## config.mk

```make
export PLATFORM = sky130hd
export DESIGN_NAME = srcnn_stream_framer
export DESIGN_NICKNAME = d
export VERILOG_FILES = /design/src/rtl/srcnn_stream_framer.sv
export SDC_FILE = /design/constraint.sdc
export NUM_CORES = 1
export LEC_CHECK = 0
export CAP_MARGIN = 20
export CORE_ASPECT_RATIO = 0.9
export CORE_MARGIN = 2
export CORE_UTILIZATION = 57
export DETAILED_ROUTE_END_ITERATION = 8
export PLACE_DENSITY_LB_ADDON = 0.05
export SLEW_MARGIN = 40
export SYNTH_ARGS = -nofsm -noshare
export SYNTH_HDL_FRONTEND = slang
export SYNTH_SLANG_ARGS = --single-unit
```

## constraint.sdc

```tcl
create_clock -name clock_i -period 2.5 [get_ports clock_i]
set_input_delay 0.5 -clock clock_i [delete_from_list [all_inputs] [get_ports clock_i]]
set_output_delay 0.5 -clock clock_i [all_outputs]
set_load 0.01 [all_outputs]
```

## src/rtl/srcnn_stream_framer.sv

```systemverilog
// srcnn_stream_framer: re-emits the SRCNN RGB pixel stream as AXI4-Stream video (user = SOF, last = EOL)
// behind a registered-ready skid buffer. Define SRCNN_FRAMER_STATS_EN to add frame_count_o and overflow_o.
module srcnn_stream_framer #(
    parameter int Height          = 600,
    parameter int Width           = 800,
    parameter int ActivationWidth = 8
) (
    input  logic                         clock_i,
    input  logic                         reset_i,
    input  logic                         slave_valid_i,
    output logic                         slave_ready_o,
    input  logic [3*ActivationWidth-1:0] slave_data_i,
    output logic                         master_valid_o,
    input  logic                         master_ready_i,
    output logic [3*ActivationWidth-1:0] master_data_o,
    output logic                         master_user_o,
    output logic                         master_last_o,
    output logic                         frame_done_o
`ifdef SRCNN_FRAMER_STATS_EN
    ,
    output logic [15:0]                  frame_count_o,
    output logic                         overflow_o
`endif
);
    localparam int PixW = 3 * ActivationWidth;
    localparam int ColW = (Width > 1) ? $clog2(Width) : 1;
    localparam int RowW = (Height > 1) ? $clog2(Height) : 1;
    localparam logic [ColW-1:0] ColMax = ColW'(Width - 1);
    localparam logic [RowW-1:0] RowMax = RowW'(Height - 1);

    logic [ColW-1:0] col;
    logic [RowW-1:0] row;
    logic            main_valid;
    logic            main_eof;
    logic            skid_valid;
    logic            skid_valid_next;
    logic [PixW-1:0] skid_data;
    logic            skid_user;
    logic            skid_last;
    logic            skid_eof;
    logic            in_xfer;
    logic            out_xfer;
    logic            in_user;
    logic            in_last;
    logic            in_eof;

    assign in_xfer        = slave_valid_i & slave_ready_o;
    assign out_xfer       = main_valid & master_ready_i;
    assign in_user        = (col == '0) && (row == '0);
    assign in_last        = (col == ColMax);
    assign in_eof         = in_last && (row == RowMax);
    assign master_valid_o = main_valid;

    // The skid entry only fills when main is full and stalled; ready is the registered inverse of its next state.
    always_comb begin
        skid_valid_next = skid_valid;
        if (skid_valid && out_xfer) begin
            skid_valid_next = 1'b0;
        end else if (!skid_valid && main_valid && in_xfer && !out_xfer) begin
            skid_valid_next = 1'b1;
        end
    end

    always_ff @(posedge clock_i or negedge reset_i) begin
        if (!reset_i) begin
            main_valid    <= 1'b0;
            master_data_o <= '0;
            master_user_o <= 1'b0;
            master_last_o <= 1'b0;
            main_eof      <= 1'b0;
            skid_valid    <= 1'b0;
            skid_data     <= '0;
            skid_user     <= 1'b0;
            skid_last     <= 1'b0;
            skid_eof      <= 1'b0;
            slave_ready_o <= 1'b0;
            frame_done_o  <= 1'b0;
        end else begin
            slave_ready_o <= !skid_valid_next;
            skid_valid    <= skid_valid_next;
            frame_done_o  <= out_xfer && main_eof;
            if (skid_valid) begin
                if (out_xfer) begin
                    master_data_o <= skid_data;
                    master_user_o <= skid_user;
                    master_last_o <= skid_last;
                    main_eof      <= skid_eof;
                end
            end else if (in_xfer && (!main_valid || out_xfer)) begin
                main_valid    <= 1'b1;
                master_data_o <= slave_data_i;
                master_user_o <= in_user;
                master_last_o <= in_last;
                main_eof      <= in_eof;
            end else if (in_xfer) begin
                skid_data <= slave_data_i;
                skid_user <= in_user;
                skid_last <= in_last;
                skid_eof  <= in_eof;
            end else if (out_xfer) begin
                main_valid <= 1'b0;
            end
        end
    end

    // Raster position of the next pixel to be accepted.
    always_ff @(posedge clock_i or negedge reset_i) begin
        if (!reset_i) begin
            col <= '0;
            row <= '0;
        end else if (in_xfer) begin
            if (in_last) begin
                col <= '0;
                row <= (row == RowMax) ? '0 : row + 1'b1;
            end else begin
                col <= col + 1'b1;
            end
        end
    end

`ifdef SRCNN_FRAMER_STATS_EN
    logic [7:0] stall_cnt;

    // overflow_o latches once upstream has been refused for 256 consecutive cycles.
    always_ff @(posedge clock_i or negedge reset_i) begin
        if (!reset_i) begin
            frame_count_o <= '0;
            overflow_o    <= 1'b0;
            stall_cnt     <= '0;
        end else begin
            if (out_xfer && main_eof) begin
                frame_count_o <= frame_count_o + 16'd1;
            end
            if (slave_valid_i && !slave_ready_o) begin
                if (stall_cnt == 8'hFF) begin
                    overflow_o <= 1'b1;
                end else begin
                    stall_cnt <= stall_cnt + 8'd1;
                end
            end else begin
                stall_cnt <= '0;
            end
        end
    end
`endif

endmodule

```

# Yosys cells after proc, flatten, opt, wreduce, memory -nomap -nowiden
# Cells that the tools add are included.
[totals]
reg_bits = 78
output_inout_bits = 29
inputBits = 28
[classes]
muxes = 19
addsub = 2
bitwise_logic = 4
n_eq_ne = 4
n_reduce_logical = 21
[ops]
columns = ["op", "count"]
rows = [
  ["2-to-1 mux 24 bit", 3],
  ["adder 10 x 1 -> 10 bit, second input constant", 2],
  ["== test 10 bit, second input constant", 2],
  ["logical NOT 10 bit", 2],
  ["2-to-1 mux 10 bit", 2],
  ["2-to-1 mux 1 bit", 14],
  ["logical AND 1 bit", 8],
  ["AND reduction 3 bit", 2],
  ["logical NOT 1 bit", 4],
  ["inequality test 2 x 1 -> 1 bit, second input constant", 2],
  ["AND reduction 2 bit", 2],
  ["nonzero test 2 bit", 2],
  ["AND 1 bit", 2],
  ["NOT 1 bit", 2],
  ["logical OR 1 bit", 1],
]

# Longest topological paths before layout
[logic_depth]
depth_word = 7
mapped_depth = 7
ltp_nobuf = 6

# Least setup slack after synthesis
# OpenSTA, ideal clock, no wires.
[synth_path]
path_type = "input to register"
startpoint = "input slave_valid_i"
endpoint = "register skid_data[19]"
arrival_ns = 1.630
path_buffers = 3
setup_ns = 0.125
required_ns = 2.375
cell_stages = 6
path_slack_ns = 0.745
cell_sequence = "and2_1 -> buf_2 -> nand4_1 -> buf_2 -> buf_2 -> mux2_2"
[synth_between]
elab_chain_cells = 4
[synth_rtl]
columns = ["element", "line", "rtl"]
rows = [
  ["start, declared", "10", "input logic slave_valid_i,"],
  ["AND 1 bit *", "47", "assign in_xfer = slave_valid_i & slave_ready_o;"],
  ["logical AND 1 bit", "89", "end else if (in_xfer && (!main_valid || out_xfer)) begin"],
  ["NOT 1 bit (no source line)", "n/a", ""],
  ["AND reduction 3 bit (no source line) *", "n/a", ""],
  ["end signal, assigned", "96", "skid_data <= slave_data_i;"],
  ["end, declared", "37", "logic [PixW-1:0] skid_data;"],
]
# Mark *: on every way between the ends. The rest lies on a longest branch, timed or not.
# A chain may end at the register's enable or synchronous reset.

# Worst setup path in the final report
[layout_path]
startpoint = "input slave_valid_i"
endpoint = "register row[3]"
[layout_between]
elab_chain_cells = 2
[layout_rtl]
columns = ["element", "line", "rtl"]
rows = [
  ["AND 1 bit", "47", ""],
  ["AND reduction 2 bit (no source line)", "n/a", ""],
  ["end signal, assigned", "114", "row <= (row == RowMax) ? '0 : row + 1'b1;"],
  ["end, declared", "32", "logic [RowW-1:0] row;"],
]
# No other way between the ends.

==> flow_summary.ini <==
[run_status]
outcome = completed

[die]
dieHeight_um = 78.43
die_x_um = 86.70
coreArea_um2 = 6047
placementRows = 27
start_util = 0.5802
ios = 57
dieArea_um2 = 6799

[worst_setup_path]
end_kind = register
path_class = input pin to register
cp.arrival_ns = 2.14
crit_fanout = 12
cp.required_ns = 2.73
start_kind = input pin

[placed_design]
gp_congestion = 0.8501
port_buffers = 56
hpwlAfterDp_mm = 4.622

[clock_network]
clockBufferDepth = 2
cts.sinks = 78
tritoncts = done
clk_pin_slew_ns = 0.08
cts-buffers-inserted = 9
ctsHoldBuffers = 0
clock_latency_ns = 0.34
clockRootBuffer = clkbuf_8
htree_levels = 3
postCtsResizedCells = 0
post-cts-setup-buffer-count = 0

[synthesis]
syn_area_per_cell_um2 = 11.35
async_flop_share = 1.000
yosysWarnings = 0
syn_nets = 341
synthTopCellsByCount = 78 x dfrtp_1, 37 x nand2_1, 32 x o21ai_0
synth_top_area_frac = 0.5563
synth_cell_type_count = 36
syn_area_um2 = 3508
synth_flop_cell = dfrtp_1
synth-seq-cells = 78
synth_edf_count = 0
synth_most_common_cell = dfrtp_1
synthTopCellsByArea = dfrtp_1 56%, mux2_2 9.0%, mux2i_1 7.4%
ys_seq_area_frac = 0.5563
syn_inst = 309
yosys.area.top_type = dfrtp_1

[routing]
wl_mm = 6.785
vias_per_cell = 5.629
wl_per_cell_um = 15.15
firstDrtPassIters = 5
first_iter_violations = 108
drc = 0
vias = 2522
drtAntennaViolNets = 0

[sta]
worst_slew_pin_slew_ns = 0.5700
finalCritPeriodShare = 0.7632
fin_crit_ns = 1.908
finalSetupTns_ns = 0
relSlewSlack = 0.6200
finalMaxSlewViolations = 0
setup_violations = 0
rsz0062_at_grt = no
hold_viol_final = 0
fin_skew_ns = 0.004084
max_freq_ghz = 0.5241

[finish]
areaGrowthSynthToFinish_pct = 25.64
final_util = 0.7289
drive_above_1_share = 0.1596
final_nets = 403
n_antenna_cell = 0

[power_and_ir_drop]
power_density_nw_per_um2 = 1094
peakVddDrop_v = 0.0005933
power.leakage_nw = 2.017

[grt]
grt_pass1_vias = 2434
grt_pass1_wl_mm = 11.43
grt_max_degree = 47
grtUsageTotal = 0.2157
antenna_found_initial = 0
overflow = 0

[flow_run]
max-cap-violations = 0

[worst_hold_path]
hp-class = input pin to async pin
## worst max-delay path, stage by stage
cell and delay (ns):
clkdlybuf4s50_1 0.49, and4_1 0.24, and4_1 0.45, nand3_1 0.16, mux2_2 0.29
## cell usage in the layout, fill, tap and decap left out
master	Yosys	routed
nor4_1	3	3
or2_2	1	1
o22ai_4	0	1
nand2_1	37	37
or4_4	1	1
nor3_1	2	2
clkinv_2	0	1
nor3_4	1	1
xor2_1	2	2
and3_1	9	9
o21ai_0	32	32
clkbuf_8	0	12
or4_1	1	1
nor3b_1	1	1
and2_1	4	4
clkbuf_1	6	1
or3_1	2	2
nor4b_1	1	1
a311oi_1	1	1
mux2_2	28	28
a21bo_1	1	1
dfrtp_1	78	78
xnor2_1	5	5
bufinv_16	0	2
mux2i_1	26	26
nor2b_1	1	1
nand4_1	9	9
a21o_1	3	3
clkdlybuf4s50_1	0	55
nor2_1	5	5
buf_4	1	13
nand3b_1	2	2
a21oi_1	7	7
ha_1	4	4
and4_1	4	4
nand3_1	7	7
inv_1	8	8
o21ai_1	5	5
## layer usage
layer / wire (µm) / up-vias / GRT usage
li1: - / 1222 / -
met3: 345 / 5 / 0.05994
met5: 0 / - / 0
met4: 60 / 0 / 0.07031
met1: 3240 / 1229 / 0.3025
met2: 3138 / 66 / 0.3269
## logic make-up after synthesis
kind of cell | count (synthesis) | synth area share
AOI/OAI and AO/OA | 50 | 0.07632
xor gates and xnor gates | 7 | 0.01748
adders and majority gates | 4 | 0.01427
buffers and inverters | 25 | 0.03317
DFF | 78 | 0.5563
muxes | 54 | 0.1641
and+or+nand+nor | 91 | 0.1384
## where the power goes
part	switching, mW	internal (mW)
combinational	0.797	0.925
clock	0.437	0.643
sequential	0.292	1.73
## path summary, 6_finish.rpt
check,start,end,slack [ns],depth (start not counted)
max,slave_valid_i,row[3]$_DFFE_PN0P_,0.59,5
min,reset_i,master_data_o[11]$_DFFE_PN0P_,0.15,1
max reg2reg,row[5]$_DFFE_PN0P_,row[8]$_DFFE_PN0P_,0.63,4
min reg2reg,skid_eof$_DFFE_PN0P_,skid_eof$_DFFE_PN0P_,0.48,2
max in group asynchronous,reset_i,master_data_o[23]$_DFFE_PN0P_,1.71,2
min in group clock_i,skid_eof$_DFFE_PN0P_,skid_eof$_DFFE_PN0P_,0.48,2
## state kept, by name, indices dropped and copies added, names as in the netlist, 10 cells and up
signal,count
row,10
skid_data,24
col,10
master_data_o,24
## metrics by stage
step                      total power [mW]  area, µm²  hold WS (ns)  worst slack (ns)  std cells
after floorplan                      3.008       3508        0.2044            0.7455        309
after global placement               3.712       4174        0.4609            0.2844        432
after detailed placement             3.768       4174        0.4694            0.2565        432
after CTS                            4.868       4408        0.1669            0.6215        448
after global routing                 5.133       4408        0.1895            0.4986        448
final                                4.821       4408        0.1531            0.5920        448
## final cells by class
cell class	instances	area, µm²
Multi-Input combinational cell	206	1454
Inverter	8	30.03
Sequential cell	78	1952
Tap cell	72	90.09
Timing Repair Buffer	68	648.1
Fill cell	437	1639
Clock buffer	13	168.9
Clock inverter	3	65.06
Note: power is estimated with default switching activity, not from simulation.
